$ cat src/rtl/cipher_block_uart_tx_if.sv
// Block handshake bundle for cipher_block_uart_tx.
//   i_data        : cipher block, byte k = i_data[k*8 +: 8]
//   i_data_valid  : source offers a block, held until accepted
//   o_data_ready  : transmitter can take a block this cycle
// master = block source, slave = transmitter.
interface cipher_block_uart_tx_if #(
    parameter int N_BYTES = 16
);
    logic [N_BYTES*8-1:0] i_data;
    logic                 i_data_valid;
    logic                 o_data_ready;

    modport master (
        output i_data,
        output i_data_valid,
        input  o_data_ready
    );

    modport slave (
        input  i_data,
        input  i_data_valid,
        output o_data_ready
    );
endinterface

$ cat src/rtl/cipher_block_uart_tx.sv
// Serialises one N_BYTES cipher block onto a UART line (8N1, idle high),
// byte 0 first, LSB first, with no idle gap between the bytes of a block.
//   clk       : system clock, rising edge
//   reset     : synchronous, active-high
//   blk       : block handshake (i_data / i_data_valid / o_data_ready)
//   o_uart_tx : serial line, driven from a register
//   o_busy    : block transfer in progress
//   o_done    : one-cycle pulse on the final cycle of the last stop bit
module cipher_block_uart_tx #(
    parameter int CLKS_PER_BIT = 868,
    parameter int N_BYTES      = 16
) (
    input  logic                   clk,
    input  logic                   reset,
    cipher_block_uart_tx_if.slave  blk,
    output logic                   o_uart_tx,
    output logic                   o_busy,
    output logic                   o_done
);

    localparam int BAUD_W = (CLKS_PER_BIT > 1) ? $clog2(CLKS_PER_BIT) : 1;
    localparam int IDX_W  = (N_BYTES > 1) ? $clog2(N_BYTES) : 1;
    localparam logic [BAUD_W-1:0] BAUD_LAST = BAUD_W'(CLKS_PER_BIT - 1);
    localparam logic [IDX_W-1:0]  IDX_LAST  = IDX_W'(N_BYTES - 1);

    typedef enum logic [1:0] {IDLE, START, DATA, STOP} state_t;

    state_t               state, state_n;
    logic [BAUD_W-1:0]    baud_cnt, baud_n;
    logic [2:0]           bit_cnt, bit_n;
    logic [IDX_W-1:0]     byte_idx, idx_n;
    logic [N_BYTES*8-1:0] shadow, shadow_n;
    logic                 tx_q, tx_n;
    logic [7:0]           cur_byte;
    logic                 baud_end;
    logic                 accept;

    function automatic logic [7:0] byte_of(input logic [N_BYTES*8-1:0] b,
                                           input logic [IDX_W-1:0] idx);
        byte_of = b[int'(idx)*8 +: 8];
    endfunction

    assign blk.o_data_ready = (state == IDLE) && !reset;
    assign accept           = blk.i_data_valid && blk.o_data_ready;
    assign baud_end         = (baud_cnt == BAUD_LAST);
    assign o_busy           = (state != IDLE);
    // Decoded from registered state so the pulse sits on the last stop-bit
    // cycle; a held valid is then taken on the very next (idle) cycle.
    assign o_done           = !reset && (state == STOP) && baud_end && (byte_idx == IDX_LAST);
    assign o_uart_tx        = tx_q;

    always_comb begin
        state_n  = state;
        baud_n   = baud_cnt;
        bit_n    = bit_cnt;
        idx_n    = byte_idx;
        shadow_n = shadow;
        tx_n     = 1'b1;
        cur_byte = 8'h00;

        case (state)
            IDLE: begin
                if (accept) begin
                    state_n  = START;
                    baud_n   = '0;
                    bit_n    = '0;
                    idx_n    = '0;
                    shadow_n = blk.i_data;
                end
            end
            START: begin
                if (baud_end) begin
                    baud_n  = '0;
                    bit_n   = '0;
                    state_n = DATA;
                end else begin
                    baud_n = baud_cnt + 1'b1;
                end
            end
            DATA: begin
                if (baud_end) begin
                    baud_n = '0;
                    if (bit_cnt == 3'd7) begin
                        bit_n   = '0;
                        state_n = STOP;
                    end else begin
                        bit_n = bit_cnt + 1'b1;
                    end
                end else begin
                    baud_n = baud_cnt + 1'b1;
                end
            end
            STOP: begin
                if (baud_end) begin
                    baud_n = '0;
                    if (byte_idx == IDX_LAST) begin
                        idx_n   = '0;
                        state_n = IDLE;
                    end else begin
                        idx_n   = byte_idx + 1'b1;
                        state_n = START;
                    end
                end else begin
                    baud_n = baud_cnt + 1'b1;
                end
            end
            default: state_n = IDLE;
        endcase

        // Line level is computed for the state being entered so that the
        // registered output lines up with the state it belongs to.
        cur_byte = byte_of(shadow_n, idx_n);
        case (state_n)
            START:   tx_n = 1'b0;
            DATA:    tx_n = cur_byte[bit_n];
            default: tx_n = 1'b1;
        endcase
    end

    always_ff @(posedge clk) begin
        if (reset) begin
            state    <= IDLE;
            baud_cnt <= '0;
            bit_cnt  <= '0;
            byte_idx <= '0;
            tx_q     <= 1'b1;
        end else begin
            state    <= state_n;
            baud_cnt <= baud_n;
            bit_cnt  <= bit_n;
            byte_idx <= idx_n;
            tx_q     <= tx_n;
        end
    end

    // Data shadow carries no reset; it is only observed after an accept.
    always_ff @(posedge clk) begin
        shadow <= shadow_n;
    end

endmodule

$ cat src/flat_wrapper.sv
// flat-port wrapper written by rule: the top's interface ports become plain ports
module cipher_block_uart_tx_flat 
#(
    parameter int CLKS_PER_BIT = 868,
    parameter int N_BYTES      = 16
)
  (clk, reset, o_uart_tx, o_busy, o_done, blk_i_data, blk_i_data_valid, blk_o_data_ready);
  cipher_block_uart_tx_if #(.N_BYTES(N_BYTES)) blk_i ();
  input  logic clk;
  input  logic reset;
  output logic o_uart_tx;
  output logic o_busy;
  output logic o_done;
  input wire logic [$bits(blk_i.i_data)-1:0] blk_i_data;
  input wire logic [$bits(blk_i.i_data_valid)-1:0] blk_i_data_valid;
  output wire logic [$bits(blk_i.o_data_ready)-1:0] blk_o_data_ready;
  assign blk_i.i_data = blk_i_data;
  assign blk_i.i_data_valid = blk_i_data_valid;
  assign blk_o_data_ready = blk_i.o_data_ready;
  cipher_block_uart_tx #(.CLKS_PER_BIT(CLKS_PER_BIT), .N_BYTES(N_BYTES)) u_core (.clk(clk), .reset(reset), .blk(blk_i), .o_uart_tx(o_uart_tx), .o_busy(o_busy), .o_done(o_done));
endmodule
$ cat config.mk
export PLATFORM = sky130hd
export DESIGN_NAME = cipher_block_uart_tx_flat
export DESIGN_NICKNAME = d
export VERILOG_FILES = /design/src/rtl/cipher_block_uart_tx_if.sv /design/src/rtl/cipher_block_uart_tx.sv /design/src/flat_wrapper.sv
export SDC_FILE = /design/constraint.sdc
export NUM_CORES = 1
export LEC_CHECK = 0
export BUFFER_PORTS_ARGS = -buffer_cell sky130_fd_sc_hd__buf_4
export CAP_MARGIN = 40
export CORE_MARGIN = 2
export CORE_UTILIZATION = 55
export CTS_CLUSTER_SIZE = 30
export DETAILED_ROUTE_END_ITERATION = 8
export PLACE_DENSITY = 0.8
export SLEW_MARGIN = 20
export SYNTH_ARGS = -nofsm -noshare
export SYNTH_HDL_FRONTEND = slang
export SYNTH_SLANG_ARGS = --single-unit
$ cat constraint.sdc
create_clock -name clk -period 4.09 [get_ports clk]
set_input_delay 0.6135 -clock clk [delete_from_list [all_inputs] [get_ports clk]]
set_output_delay 0.6135 -clock clk [all_outputs]
set_load 0.1 [all_outputs]
# [After elaboration in Yosys (flattened, before gate mapping)]
# Index checks and enable logic that the tools add are counted.
[totals] out_inout_bits=4 reg_bits=148 word_cells=53
[classes] order_cmp=1 n_addsub=3 n_reduce_logical=9 muxes=24 eq_ne=9 shifts=1
[ops] operator="two-way mux 128 bit" n=2
[ops] operator="indexed part select 128 x 8 -> 8 bit" n=1
[ops] operator="two-way mux 10 bit" n=2
[ops] operator="one-hot mux 10 bit (2 select lines)" n=1
[ops] operator="two-way mux 3 bit" n=4
[ops] operator="two-way mux 4 bit" n=3
[ops] operator="adder 10 x 1 -> 10 bit (second input constant)" n=1
[ops] operator="== test 10 bit (second input constant)" n=1
[ops] operator="two-way mux 2 bit" n=5
[ops] operator="one-hot mux 3 bit (3 select lines)" n=1
[ops] operator="one-hot mux 2 bit (4 select lines)" n=1
[ops] operator="one-hot mux 4 bit (2 select lines)" n=1
[ops] operator="== test 2 bit (second input constant)" n=3
[ops] operator="logical AND 1 bit" n=5
[ops] operator="adder 4 x 1 -> 4 bit (second input constant)" n=1
[ops] operator="== test 2 x 1 -> 1 bit (second input constant)" n=2
[ops] operator="== test 4 bit (second input constant)" n=1
[ops] operator="< comparator 3 x 4 -> 1 bit (second input constant)" n=1
[ops] operator="adder 3 x 1 -> 3 bit (second input constant)" n=1
[ops] operator="binary-select mux 1 bit (select 3 bit)" n=1
[ops] operator="== test 3 bit (second input constant)" n=1
[ops] operator="OR reduction 3 bit" n=1
[ops] operator="logical NOT 2 bit" n=1
[ops] operator="two-way mux 1 bit" n=2
[ops] operator="other kinds (4)" n=4

# [Longest topological paths before layout]
# Gate-level depths: netlist of the first run.
[depth] word_depth=9 mapped_depth=15

# [Least setup slack after synthesis of the first run]
# OpenSTA, ideal clock, no wires.
[synth_path] path_type="reg-to-output" from="register u_core.baud_cnt[0]" to="output port o_done" path_stages_with_launch=7 slack_ns=-0.475 path_buffers=2 t_arrival_ns=3.952 t_required_ns=3.477 path_cell_list="dfxtp_1 ha_1 nor2b_1 buf_2 nand3_4 buf_4 nor4_1"
[synth_between] elab_chain_len=3
[synth_lines] element="from (decl)" line_no="cipher_block_uart_tx.sv:29" source="logic [BAUD_W-1:0] baud_cnt, baud_n;"
[synth_lines] element="from (signal assigned)" line_no="cipher_block_uart_tx.sv:129" source="baud_cnt <= baud_n;"
[synth_lines] element="== test 10 bit" line_no="cipher_block_uart_tx.sv:45" source="assign baud_end = (baud_cnt == BAUD_LAST);"
[synth_lines] element="logical AND 1 bit (2 in series)" line_no="cipher_block_uart_tx.sv:49" source="assign o_done = !reset && (state == STOP) && baud_end && (byte_idx == IDX_LAST);"
[synth_lines] element="to (decl)" line_no="flat_wrapper.sv:13" source="output logic o_done;"
# Every way passes these cells.

# [Worst setup path in the final report of the first run]
[layout_path] from="register u_core.baud_cnt[0]" to="register u_core.tx_q (netlist: u_core.o_uart_tx)"
[layout_between] elab_chain_len=7
[layout_lines] element="== test 10 bit (*)" line_no="cipher_block_uart_tx.sv:45"
[layout_lines] element="two-way mux 4 bit" line_no="cipher_block_uart_tx.sv:94" source="if (baud_end) begin"
[layout_lines] element="one-hot mux 4 bit (2 select lines)" line_no="cipher_block_uart_tx.sv:61" source="case (state)"
[layout_lines] element="indexed part select 128 x 8 -> 8 bit" line_no="cipher_block_uart_tx.sv:40" source="byte_of = b[int'(idx)*8 +: 8];"
[layout_lines] element="binary-select mux 1 bit (select 3 bit)" line_no="cipher_block_uart_tx.sv:115" source="DATA: tx_n = cur_byte[bit_n];"
[layout_lines] element="two-way mux 1 bit (implied by the code)" line_no="cipher_block_uart_tx.sv:115"
[layout_lines] element="one-hot mux 1 bit (2 select lines) (*)" line_no="cipher_block_uart_tx.sv:113" source="case (state_n)"
[layout_lines] element="to (signal assigned)" line_no="cipher_block_uart_tx.sv:132" source="tx_q <= tx_n;"
[layout_lines] element="to (decl)" line_no="cipher_block_uart_tx.sv:33" source="logic tx_q, tx_n;"
# Mark *: on every way between the ends. The rest lies on a longest branch, timed or not. The select of a mux whose other input is x is not followed.
# A chain may end at the register's enable or synchronous reset.

==> impl_results.md, run 1 <==
* Run status: complete, no violations
* Reg-to-reg endpoint: u_core.o_uart_tx
* CTS Root Cell: clkbuf_16
* Placement Setup Slack at 0.438 ns
* Crit-path slowest cell: mux2i_4
* CP peak stage delay at 0.65 ns
* Gpl congestion at 0.873
* Compound-Gate Fraction of Synth Area at 11.6%
* Crit-path leading delay family: multiplexers
* Most used flip-flop cell after synthesis: dfxtp_1
* Slew HR at 48.3%
* Dpl cell area at 8130 µm²
* Setup crit start kind: flop
* Crit share post-route at 90.2%
* Post_cts resized at 0
* First-pass GRT wire length at 26600 µm
* Gr usage total at 25.8%
* Worst hold slack at 0.395 ns
* Clock Tree Buf Depth at 2
* DIE WIDTH at 116 µm
* N_diodes at 0
* Reg2reg setup slack at 0.40 ns
* Drt drc at 0
* RSZ-0062 raised after global routing: false
* # setup viols final at 0
* Iter 0 DRT Violations at 375
* Cells after Synth at 639
* Crit Path Category: reg -> reg
* Drt wl/cell at 18.1 µm
* Post-synthesis mux area share at 29.4%
* Top-count cell post-synth: dfxtp_1
* WP depth at 12
* Synth-to-Final Area Change at 26.6%
* Synth Area in Adders at 1.81%
* Placed Cells incl. Taps at 920
* Largest family of logic cells by synthesized area: multiplexers
* Yosys synthesis warning count at 0
* Fin Clk Skew at 0.00932 ns
* Clock latency on the worst-skew pair at 0.42 ns
* Comb pwr share at 16.9%
* Initial antenna violation count at 0
* Peak supply drop at 0.000352 V
* Clock buffer count from CTS at 17
* # clock sinks at 148
* Switching Power at 1.00 mW
* Crit end category: flop
* Post-Syn Area at 6920 µm²
* Antenna viol nets, final at 0
* Number of synthesized flops with an enable pin at 0
* Post-layout nets at 912
* CP Cell Sequence: ha_1 > nor2b_1 > nand3_4 > mux2i_4 > buf_12 > buf_12 > mux2i_1 > mux2_2 > mux2i_1 > a211oi_1 > nand4_1 > and3_1
* Grt ovf at 0
* Worst Path Arrival at 4.01 ns
* Initial core utilization at 56.9%
* Pre-antenna DRT Iters at 5
* Sequential power share at 42.7%
* Slew @ Worst Pin at 0.775 ns
* Crit path time final at 3.69 ns
* Post-DP HPWL at 12500 µm
* IO Port Bufs at 134
* Via count at 5441
* Vias in the first global route at 5326
* # IOs at 135
* Post-synth cell types at 67
* Hold buffer count at cts at 0
* Crit-path max FO at 33
* FMAX at 271 MHz
* Flops & latches, synth at 148
* Clock transition at the registers of the reported paths at 0.06 ns
* Hold WC Path Type: in -> reg
* Die ar. at 13500 µm²
* Syn nets at 780
* Simple-Gate Fraction of Synth Area at 11.4%
* Synth Area in XOR/XNOR at 0%
* Worst EP required at 4.41 ns
* CTS tree: built
* Commonest cells in the netlist: dfxtp_1, mux2_2, mux2i_1
* Post-synth ARST share at 0%
* Avg Cell Area, Syn at 10.8 µm²
* Final Hold Viols at 0
* Worst R2R Start: u_core.baud_cnt[0]
* Post-CTS Setup Inserts at 0
* Leak at 3.55 nW
* Sum of buffers and inverters on the critical path at 2
* Non-filler instance count after layout at 952
* Synth area leader: dfxtp_1
* Final wirelength at 17300 µm
* Cell area after layout at 8760 µm²
* Fill cells at 871
* Via/cell ratio at 5.72
* Layout cells sized above 1 at 43.0%
* Core Rows at 40
* CP startpoint: u_core.baud_cnt[0]
* Max-Cap Viols at 0
* Net Sw Frac at 24.2%
* Clock power share at 40.5%
* CORE AREA at 12200 µm²
* Critical path endpoint: u_core.o_uart_tx
* Largest net degree at the start of global routing at 53
* Pwr/cell area at 471 nW/µm²
* Internal at 3.13 mW
* Most area-consuming cells after synthesis: dfxtp_1, mux2_2, mux2i_1, nand2_1, nand2b_1
* Sequential share of the synthesized area at 42.8%
* Final TNS setup at 0 ns
* Fin. max-slew vios at 0
* Post-synth top area share at 42.8%
* H-tree depth reported by CTS at 4
* Depth of the worst register-to-register path at 12
* Setup ws final at 0.401 ns
* Die height at 116 µm
-- layer usage --
metal  up-vias  share of wire, %  global-route usage (%)  routed length [µm]
li1       2621                 -                       -                   -
met1      2586                43                    32.4                7420
met2       206                49                    43.4                8380
met3        28               6.6                    6.12                1150
met4         0               1.9                    9.37                 323
met5         -                 0                       0                   0
-- layout by cell type (no fill, tap or decap), types with 3 or more instances in the layout --
master,instances
o21ai_1,3
nor2_1,36
nand2b_1,22
a2bb2oi_1,3
a32oi_1,4
o21a_1,4
nand3_1,6
or3_1,3
nand3b_1,3
and3_1,5
o21ai_0,11
clkbuf_16,17
mux2_2,135
inv_1,4
ha_1,10
buf_4,150
a31oi_1,4
a21oi_1,8
clkinvlp_4,4
and2_1,3
o211ai_1,15
dfxtp_1,148
a311oi_1,5
bufinv_16,4
a22oi_1,4
nor3_1,5
mux2i_1,47
a221oi_1,5
a211o_1,5
o2111ai_1,5
o221a_2,4
inv_6,4
nand2_1,46
nand4_1,3
-- power by group through the flow --
stage | logic, mW | registers [mW] | clock network [mW]
5_1_grt | 0.748 | 1.78 | 1.76
4_1_cts | 0.694 | 1.76 | 1.69
3_3_place_gp | 0.663 | 1.78 | 0
6_report | 0.697 | 1.76 | 1.67
2_1_floorplan | 0.471 | 1.77 | 0
3_5_place_dp | 0.684 | 1.79 | 0
-- tightest hold or removal path, cell delays in order --
cell and delay, ns:
buf_4 0.08, nand2_1 0.04, nand2_1 0.05
-- worst min path at each step --
stage                      start           endpoint  slack (ns)  cells after the start
2_1_floorplan  u_core.shadow[47]  u_core.shadow[47]        0.42                      2
3_3_place_gp   u_core.shadow[47]  u_core.shadow[47]        0.43                      2
3_5_place_dp   u_core.shadow[39]  u_core.shadow[39]        0.44                      2
4_1_cts           blk_i_data[47]  u_core.shadow[47]        0.38                      3
5_1_grt           blk_i_data[47]  u_core.shadow[47]        0.40                      3
6_report          blk_i_data[47]  u_core.shadow[47]        0.39                      3
-- registers in the layout, summed over array words and instances (netlist names) --
name              flops
u_core.baud_cnt      10
u_core.bit_cnt        3
u_core.byte_idx       4
u_core.o_uart_tx      1
u_core.shadow       128
u_core.state          2
-- metrics by stage --
step / utilization (%) / power (mW)
floorplan: - / 2.24
global placement: 66.8 / 2.44
detailed placement: 66.8 / 2.48
CTS: 72.1 / 4.14
global route: 72.1 / 4.29
finish: 72.1 / 4.13
-- layout make-up --
cell class,count,area [µm²],area share (%)
clock buffers,18,439,5.01
clock inverters,14,199,2.27
inverters,4,15.0,0.171
multi-input cells,448,3770,43.0
flip-flops and latches,148,2960,33.8
well taps,168,210,2.40
repair buffers,152,1170,13.3
-- kinds of logic (layout without fill, tap and decap cells) --
family,Yosys count,after routing
muxes,184,184
and+or+nand+nor,152,152
DFF,148,148
AOI/OAI and AO/OA,102,102
buffers and inverters,43,188
adders and majority gates,10,10
(Power assumes the default switching activity.)
==> run 2, diff against run 1 <==
==> constraint.sdc (replaced) <==
create_clock -name clk -period 4.09 [get_ports clk]
set_input_delay 0.6135 -clock clk [delete_from_list [all_inputs] [get_ports clk]]
set_output_delay 0.6135 -clock clk [all_outputs]
set_load 0.02 [all_outputs]
==> impl_results.md, run 2 (synthesis gave the netlist of run 1 again) <==
* Run status: complete, no violations
* Dpl cell area at 8130 µm²
* Sequential power share at 42.9%
* Pwr/cell area at 468 nW/µm²
* Placed Cells incl. Taps at 919
* DIE WIDTH at 116 µm
* Die ar. at 13500 µm²
* Antenna viol nets, final at 0
* Cell area after layout at 8760 µm²
* Synth-to-Final Area Change at 26.6%
* Max reg flops at 128
* Gpl congestion at 0.857
* Layout cells sized above 1 at 42.7%
* Largest net degree at the start of global routing at 47
* # clock sinks at 148
* CTS Root Cell: clkbuf_16
* Peak supply drop at 0.000343 V
* Via count at 5478
* Commonest non-fill, non-tap cell in the layout: dfxtp_1
* Clock power share at 40.3%
* Crit end category: flop
* Most frequent cells in the layout: dfxtp_1, buf_4, mux2_2
* Initial antenna violation count at 0
* Crit-path slowest cell: a21oi_4
* Setup crit start kind: flop
* N_diodes at 0
* Clock latency on the worst-skew pair at 0.42 ns
* Crit Path Category: reg -> reg
* Final Hold Viols at 0
* Gr usage total at 26.6%
* Worst Path Arrival at 4.12 ns
* Core Rows at 40
* Iter 0 DRT Violations at 394
* Worst EP required at 4.46 ns
* Crit-path max FO at 23
* CP Cell Sequence: ha_1 > nor2b_1 > nand3_4 > or3_4 > a21oi_4 > buf_4 > nor2_1 > o311ai_0 > a32oi_1 > o2111ai_1 > and3_1
* Clock transition at the registers of the reported paths at 0.06 ns
* Drt wl/cell at 18.2 µm
* Grt ovf at 0
* Final TNS setup at 0 ns
* Worst hold start: blk_i_data[39]
* Setup ws final at 0.336 ns
* Hold WC Path Type: in -> reg
* CORE AREA at 12200 µm²
* Pre-antenna DRT Iters at 4
* # IOs at 135
* Post_cts resized at 0
* RSZ-0062 raised after global routing: false
* Crit share post-route at 91.8%
* Reg2reg setup slack at 0.34 ns
* Switching Power at 0.962 mW
* Fin Clk Skew at 0.00790 ns
* First-pass GRT wire length at 27600 µm
* Leak at 3.56 nW
* H-tree depth reported by CTS at 4
* Clock buffer count from CTS at 17
* CP startpoint: u_core.baud_cnt[0]
* Hold buffer count at cts at 0
* Post-DP HPWL at 12800 µm
* Depth of the worst register-to-register path at 11
* Via/cell ratio at 5.77
* Finished Core Util at 72.1%
* FMAX at 266 MHz
* Vias in the first global route at 5636
* IO Port Bufs at 134
* CP peak stage delay at 0.64 ns
* Biggest register: u_core.shadow
* Crit path time final at 3.75 ns
* Drt drc at 0
* Final wirelength at 17300 µm
* Net Sw Frac at 23.4%
* Slew HR at 48.6%
* Placement Setup Slack at 0.410 ns
* Initial core utilization at 56.9%
* Reg-to-reg endpoint: u_core.o_uart_tx
* Worst R2R Start: u_core.baud_cnt[0]
* Slew @ Worst Pin at 0.769 ns
* Comb pwr share at 16.8%
* Critical path endpoint: u_core.o_uart_tx
* Fin. max-slew vios at 0
* Max-Cap Viols at 0
* Internal at 3.14 mW
* Non-filler instance count after layout at 950
* Post-CTS Setup Inserts at 0
* # setup viols final at 0
* Die height at 116 µm
* Top flop regs: u_core.shadow (128), u_core.baud_cnt (10), u_core.byte_idx (4)
* Post-layout nets at 911
* CTS tree: built
* Clock Tree Buf Depth at 2
[run 2: how the worst min path moves through the flow]
| stage | depth (start not counted) | end |
|---|---|---|
| 6_report | 3 | u_core.shadow[39] |
| 5_1_grt | 3 | u_core.shadow[39] |
| 4_1_cts | 3 | u_core.shadow[39] |
| 3_5_place_dp | 2 | u_core.shadow[95] |
| 3_3_place_gp | 2 | u_core.shadow[47] |
| 2_1_floorplan | 2 | u_core.shadow[47] |
[run 2: area by class of cell]
| class | instances | area [µm²] |
|---|---|---|
| Multi-Input combinational cell | 448 | 3770 |
| Fill cell | 877 | 3400 |
| Sequential cell | 148 | 2960 |
| Timing Repair Buffer | 151 | 1180 |
| Clock buffer | 19 | 453 |
| Tap cell | 168 | 210 |
| Clock inverter | 12 | 178 |
| Inverter | 4 | 15.0 |
[run 2: worst max-delay path, delay by kind of cell (launching register included)]
family                   cells  cell delay, ns
buffers and inverters        1            0.28
AND/OR/NAND/NOR              5            1.54
flip-flops                   1            0.36
adder cells (fa/ha/maj)      1            0.19
AO/OA/AOI/OAI                4            1.31
[run 2: power by group through the flow]
stage | combinational (mW) | clock, mW | sequential (mW)
3_3_place_gp | 0.663 | 0 | 1.78
5_1_grt | 0.748 | 1.73 | 1.79
6_report | 0.690 | 1.65 | 1.76
4_1_cts | 0.688 | 1.67 | 1.76
2_1_floorplan | 0.460 | 0 | 1.77
3_5_place_dp | 0.679 | 0 | 1.79
[run 2: metal layers]
| layer | vias to the layer above | track usage (%) | share of wire (%) |
|---|---|---|---|
| met2 | 213 | 44.4 | 48 |
| li1 | 2620 | - | - |
| met1 | 2609 | 33.6 | 43 |
| met3 | 36 | 6.12 | 6.8 |
| met4 | 0 | 10.7 | 2.3 |
| met5 | - | 0 | 0 |
[run 2: through the flow]
step | hold slack [ns] | total power, mW
6_report | 0.392 | 4.10
4_1_cts | 0.379 | 4.12
5_1_grt | 0.390 | 4.26
3_3_place_gp | 0.428 | 2.44
3_5_place_dp | 0.435 | 2.47
2_1_floorplan | 0.417 | 2.23
